$ cat src/rtl/subtractor_seq.sv
// Sequential 32-bit subtractor: CHUNK bits per cycle, LSB chunk first, borrow rippled across cycles.
// Define SUBTRACTOR_SEQ_SAT_EN to saturate diff on signed overflow; otherwise diff is the wrapped result.
module subtractor_seq #(
  parameter int CHUNK = 8
) (
  input  logic        clock,
  input  logic        reset,
  input  logic        start,
  input  logic [31:0] a,
  input  logic [31:0] b,
  output logic        busy,
  output logic        done,
  output logic [31:0] diff,
  output logic        bout,
  output logic        overf
);

  localparam int N  = 32 / CHUNK;
  localparam int CW = (N > 1) ? $clog2(N) : 1;

  typedef enum logic {IDLE, RUN} state_t;

  state_t          state_q, state_d;
  logic [CW-1:0]   cnt_q, cnt_d;
  logic            borrow_q, borrow_d;
  logic [31:0]     a_q, a_d, b_q, b_d, acc_q, acc_d;
  logic            done_q, done_d;
  logic [31:0]     diff_q, diff_d;
  logic            bout_q, bout_d;
  logic            overf_q, overf_d;

  logic [5:0]        base;
  logic [CHUNK-1:0]  a_ch, b_ch;
  logic [CHUNK:0]    sub;
  logic [31:0]       full;
  logic              ovf;

  function automatic logic sub_ovf(input logic a_msb, input logic b_msb, input logic r_msb);
    return (a_msb != b_msb) && (r_msb != a_msb);
  endfunction

`ifdef SUBTRACTOR_SEQ_SAT_EN
  // On overflow the result sign is opposite to a's sign, so clamp toward a's sign.
  function automatic logic [31:0] sat32(input logic signed [31:0] wrapped, input logic of);
    if (!of)
      return wrapped;
    return wrapped[31] ? 32'h7FFF_FFFF : 32'h8000_0000;
  endfunction
`endif

  always_comb begin
    state_d  = state_q;
    cnt_d    = cnt_q;
    borrow_d = borrow_q;
    a_d      = a_q;
    b_d      = b_q;
    acc_d    = acc_q;
    done_d   = 1'b0;
    diff_d   = diff_q;
    bout_d   = bout_q;
    overf_d  = overf_q;

    base = 6'(cnt_q) * 6'(CHUNK);
    a_ch = a_q[base +: CHUNK];
    b_ch = b_q[base +: CHUNK];
    // Top bit of the widened difference is the borrow out of this chunk.
    sub  = {1'b0, a_ch} - {1'b0, b_ch} - {{CHUNK{1'b0}}, borrow_q};
    full = acc_q;
    full[base +: CHUNK] = sub[CHUNK-1:0];
    ovf  = sub_ovf(a_q[31], b_q[31], full[31]);

    unique case (state_q)
      IDLE: begin
        if (start) begin
          a_d      = a;
          b_d      = b;
          borrow_d = 1'b0;
          cnt_d    = '0;
          state_d  = RUN;
        end
      end
      RUN: begin
        acc_d    = full;
        borrow_d = sub[CHUNK];
        if (cnt_q == CW'(N - 1)) begin
          state_d = IDLE;
          done_d  = 1'b1;
          bout_d  = sub[CHUNK];
          overf_d = ovf;
`ifdef SUBTRACTOR_SEQ_SAT_EN
          diff_d  = sat32(full, ovf);
`else
          diff_d  = full;
`endif
        end else begin
          cnt_d = cnt_q + 1'b1;
        end
      end
      default: state_d = IDLE;
    endcase
  end

  always_ff @(posedge clock) begin
    if (reset) begin
      state_q  <= IDLE;
      cnt_q    <= '0;
      borrow_q <= 1'b0;
      done_q   <= 1'b0;
      diff_q   <= '0;
      bout_q   <= 1'b0;
      overf_q  <= 1'b0;
    end else begin
      state_q  <= state_d;
      cnt_q    <= cnt_d;
      borrow_q <= borrow_d;
      done_q   <= done_d;
      diff_q   <= diff_d;
      bout_q   <= bout_d;
      overf_q  <= overf_d;
    end
  end

  // Operand and partial-result registers carry no reset; they are reloaded on every accepted start.
  always_ff @(posedge clock) begin
    a_q   <= a_d;
    b_q   <= b_d;
    acc_q <= acc_d;
  end

  assign busy  = (state_q == RUN);
  assign done  = done_q;
  assign diff  = diff_q;
  assign bout  = bout_q;
  assign overf = overf_q;

endmodule

$ cat config.mk
export PLATFORM = sky130hd
export DESIGN_NAME = subtractor_seq
export DESIGN_NICKNAME = d
export VERILOG_FILES = /design/src/rtl/subtractor_seq.sv
export SDC_FILE = /design/constraint.sdc
export NUM_CORES = 1
export LEC_CHECK = 0
export BUFFER_PORTS_ARGS = -buffer_cell sky130_fd_sc_hd__buf_2
export CAP_MARGIN = 20
export CORE_AREA = 2 2 109 111
export CTS_BUF_LIST = sky130_fd_sc_hd__clkbuf_2
export DETAILED_ROUTE_END_ITERATION = 6
export DIE_AREA = 0 0 111 113
export PLACE_DENSITY = 0.74
export SYNTH_ARGS = -nofsm -noshare
export SYNTH_HDL_FRONTEND = slang
export SYNTH_SLANG_ARGS = --single-unit
$ cat constraint.sdc
create_clock -name clock -period 6.45 [get_ports clock]
set_input_delay 0.645 -clock clock [delete_from_list [all_inputs] [get_ports clock]]
set_output_delay 0.645 -clock clock [all_outputs]
set_load 0.1 [all_outputs]
# Word-level counts from Yosys, hierarchy flattened
# Index checks and enable logic that the tools add are counted.
# W data, S select, Z words.
dict set report totals {
  regBits 135
  latchBits 0
  ram_bits 0
  mem_bits_ro 0
  in_bits 67
  out_inout_bits 36
  elab_cells 39
  n_memories 0
}
dict set report classes {
  addsub 4
  mul 0
  div_mod_pow 0
  order_cmp 0
  eq_ne 5
  n_shift 4
  muxes 10
  n_bitwise 1
  reduce_logical 5
}
# op count
set op_table {}
lappend op_table {{$shiftx A32 B6 Y8} 2}
lappend op_table {{$bwmux W32} 1}
lappend op_table {{$shift A8 B8 Y32 const A} 1}
lappend op_table {{$shiftx A8 B8 Y32} 1}
lappend op_table {{$sub A8 B8 Y9} 1}
lappend op_table {{$sub A9 B1 Y9} 1}
lappend op_table {{$neg A5 Y8} 1}
lappend op_table {{$reduce_and A2 Y1} 3}
lappend op_table {{$mux W1} 4}
lappend op_table {{$mux W2} 2}
lappend op_table {{$ne A2 B2 Y1 const B} 2}
lappend op_table {{$pmux W1 S2} 2}
lappend op_table {{$pmux W2 S2} 1}
lappend op_table {{$add A2 B1 Y2 const B} 1}
lappend op_table {{$eq A2 B2 Y1 const B} 1}
lappend op_table {{$ne A1 B1 Y1} 2}
lappend op_table {{$reduce_or A2 Y1} 1}
lappend op_table {{$logic_and A1 B1 Y1} 1}
lappend op_table {{$not A1 Y1} 1}

# Longest topological paths before layout
dict set report depth {
  word_depth 7
  depth_mapped 14
  ltp_nobuf 12
}

# Least setup slack after synthesis
# No wires, ideal clock.
dict set report synth_path {
  path_kind {flip-flop to flip-flop}
  from {register state_q (netlist: busy)}
  to {register a_q[0], enable pin}
  setup_time_ns 0.491
  arrival_time_ns 4.207
  required_time_ns 5.959
  path_slack_ns 1.752
  path_stages_with_launch 2
  path_buffers 0
  synth_period_minus_slack_ns 4.698
  cell_sequence {dfxtp_1 nor2b_1}
}
dict set report synth_between {
  elab_chain_cells 2
}
# element line
set synth_lines {}
lappend synth_lines {{from (decl)} 23} ;# state_t state_q, state_d;
lappend synth_lines {{from (signal assigned)} 113} ;# state_q <= state_d;
lappend synth_lines {{$not A1 Y1} n/a}
lappend synth_lines {{$reduce_and A2 Y1 (no line)} n/a}
lappend synth_lines {{to (signal assigned)} 125} ;# a_q <= a_d;
lappend synth_lines {{to (decl)} 26} ;# logic [31:0] a_q, a_d, b_q, b_d, acc_q, acc_d;
# No other way between the ends.
# A chain may end at the register's enable or synchronous reset.

# Worst setup path in the final report
dict set report layout_path {
  from {register cnt_q[0]}
  to {register overf_q (netlist: overf)}
}
dict set report layout_between {
  elab_chain_cells 7
  word_cells_on_any_way 12
  classes_between {add/sub: 3; eq/ne: 2; shift: 4; mux: 1; reduce/logical: 2}
}
# element line
set layout_lines {}
lappend layout_lines {{from (decl)} 24} ;# logic [CW-1:0] cnt_q, cnt_d;
lappend layout_lines {{from (signal assigned)} 114} ;# cnt_q <= cnt_d;
lappend layout_lines {{$shiftx A32 B6 Y8, on equally long branches} {64, 65}}
lappend layout_lines {{$sub A8 B8 Y9} 67} ;# sub = {1'b0, a_ch} - {1'b0, b_ch} - {{CHUNK{1'b0}}, borrow_q};
lappend layout_lines {{$sub A9 B1 Y9} 67}
lappend layout_lines {{$shiftx A8 B8 Y32} 69} ;# full[base +: CHUNK] = sub[CHUNK-1:0];
lappend layout_lines {{$bwmux W32} 69}
lappend layout_lines {{$ne A1 B1 Y1} 39} ;# return (a_msb != b_msb) && (r_msb != a_msb);
lappend layout_lines {{$logic_and A1 B1 Y1} 39}
lappend layout_lines {{to (signal assigned)} 119} ;# overf_q <= overf_d;
lappend layout_lines {{to (decl)} 30} ;# logic overf_q, overf_d;
# Parallel ways exist; a longest one is shown, timed or not.

==> results.toml <==
[outcome]
status = "finished clean"

[cts]
cts_buffers = 17
post_cts_buffers = 0
htree_levels = 4
cts_resized = 0
cts_tree = "done"
cts_root_buf = "clkbuf_2"
postCtsHoldBufs = 0
cts_buffer_depth = 2
clock-sinks = 135
clk_pin_slew_ps = 170
insertion_delay_ps = 700

[setup_path]
critPathRequiredTime_ps = 7060
arrival_ps = 4540
rr_startpoint = "cnt_q[0]"
crit_path_max_fanout = 14
setup.worst_path.start_class = "flop"
timing.rr.end = "overf"
reg2regPathDepth = 12
crit_path_end_kind = "flop"
critical_path_class = "reg -> reg"
rrSetupSlack_ps = 2520

[finish]
syn_to_final_growth_pct = 18.3
fin_util_pct = 58.3
drive_gt1_share_pct = 30.4
final_area_sq_um = 6570
fill_cells = 904
nets = 603
final_common_cell = "buf_2"
final_cell_mix = "buf_2 (102), edfxtp_1 (96), nor2_1 (50)"
fin_cells = 673

[timing]
worst_slew_pin_slew_ps = 772
fin_crit_ps = 3930
grt_setup_unrepaired = "false"
skew_ps = 37.4
post-route-period-util_pct = 60.9
setup_ws_ps = 2520
hold_slack_ps = 122
final-max-slew-violation-count = 0
hold_viol = 0
finalSetupTns_ps = 0
setup_violations = 0
max_slew_margin_pct = 48.5
fmax_ghz = 0.255

[grt]
grt_use_met1_pct = 22.4
grt_remaining_overflow = 0
met2_usage_pct = 30.5
grt_pass1_vias = 3604
grt_first_pass_wirelength_um = 17800
antenna_found_initial = 1
grt_use_met3_pct = 5.84
grt.busiest_layer = "met2"
grt_use_total_pct = 18.3
grt_start_max_net_pins = 65

[placement]
placed_cell_area_sq_um = 6230
place_congestion = 0.817
pre_cts_slack_ps = 2510
dp_cells = 639
port_buffers = 102
hpwl_um = 7800

[logic_synthesis]
synth.distinct_cells = 42
syn_avg_cell_area_sq_um = 13.7
syn_area_sq_um = 5550
syn_inst = 404
ys.flop_type = "edfxtp_1"
synth_edf_count = 96
async_reset_ff_share_pct = 0
ys_ff_latch = 135
yosysSeqAreaShare_pct = 66.0
yosysWarnings = 0
syn_nets = 491

[die]
io_pins = 103
die_y_um = 113
fp.coreArea_sq_um = 11300
die_x_um = 111
initial_core_util_pct = 49.3
rows = 39
floorplan.die_area_sq_um = 12500

[pwr]
vdd_drop_max_v = 0.000174
total_power_mw = 1.90
leakage_nw = 2.62
power.density_nw_per_um2 = 289

[routing]
route.detailed.drc = 0
drt-total-wl_um = 10900
drtPass1Iterations = 4
wl_per_cell_um = 16.2
avgViaCountPerCell = 5.32
first_iter_violations = 195
drtAntennaViolNets = 0
num_vias = 3579

[run]
cap_violations = 0

[hold_path]
min_path_cells = 1
min_from = "a[31]"
holdPathEnd = "a_q[31]"
hold_path_class = "in -> reg"
==> worst max path at each step <==
stage	slack, ps	cells after the start	startpoint	endpoint
CTS	2470	12	cnt_q[0]	overf
finish	2520	12	cnt_q[0]	overf
detailed placement	2510	12	cnt_q[0]	overf
floorplan	1750	1	busy	a_q[0]
global route	2200	12	cnt_q[0]	overf
global placement	2670	12	cnt_q[0]	overf
==> cells by family after synthesis <==
kind of cell,after synthesis,synth area share [%]
AO/OA/AOI/OAI,69,9.55
AND/OR/NAND/NOR,111,8.88
multiplexers,18,6.65
XOR/XNOR,6,1.08
flip-flops,135,66.0
adder cells (fa/ha/maj),20,4.78
buffers and inverters,45,3.11
==> registers in the layout, indices dropped and copies added (netlist names) <==
signal	count
acc_q	32
a_q	32
diff	32
done	1
bout	1
overf	1
busy	1
cnt_q	2
borrow_q	1
b_q	32
==> layer usage <==
metal / routed length (um) / share of wire, % / vias to the layer above
met5: 0 / 0 / -
met4: 135 / 1.2 / 0
met3: 750 / 6.9 / 12
met2: 5440 / 50 / 134
met1: 4590 / 42 / 1708
li1: - / - / 1725
==> power by group <==
| group | internal, mW | switching (mW) |
|---|---|---|
| sequential | 0.984 | 0.0149 |
| clock | 0.339 | 0.287 |
| combinational | 0.108 | 0.169 |
==> cell type report <==
cell class	count	area, sq um	area share [%]
Clock inverter	10	200	3.05
Antenna cell	1	2.50	0.0381
Multi-Input combinational cell	224	1730	26.3
Timing Repair Buffer	108	576	8.76
Sequential cell	135	3660	55.8
Tap cell	143	179	2.72
Inverter	30	113	1.71
Clock buffer	22	110	1.68
==> cells in the mapped netlist (9+ instances only) <==
library cell,number,share of area [%]
a21oi_1,14,1.3
a22o_1,15,2.4
clkbuf_1,9,0.61
dfxtp_1,39,14
edfxtp_1,96,52
ha_1,18,4.1
inv_1,29,2.0
mux4_2,15,6.1
nand2_1,27,1.8
nor2_1,50,3.4
nor3_1,13,1.2
o2bb2ai_1,16,2.5
==> critical path, cell delays in order, from the launching register on <==
cell,delay (ps)
dfxtp_1,660
buf_4,370
mux4_2,540
ha_1,290
inv_1,40
ha_1,340
a21oi_1,310
o211ai_2,140
o21ai_1,220
xnor2_2,200
a22oi_2,120
or3b_1,390
a311oi_2,230
Note: power is estimated with default switching activity, not from simulation.
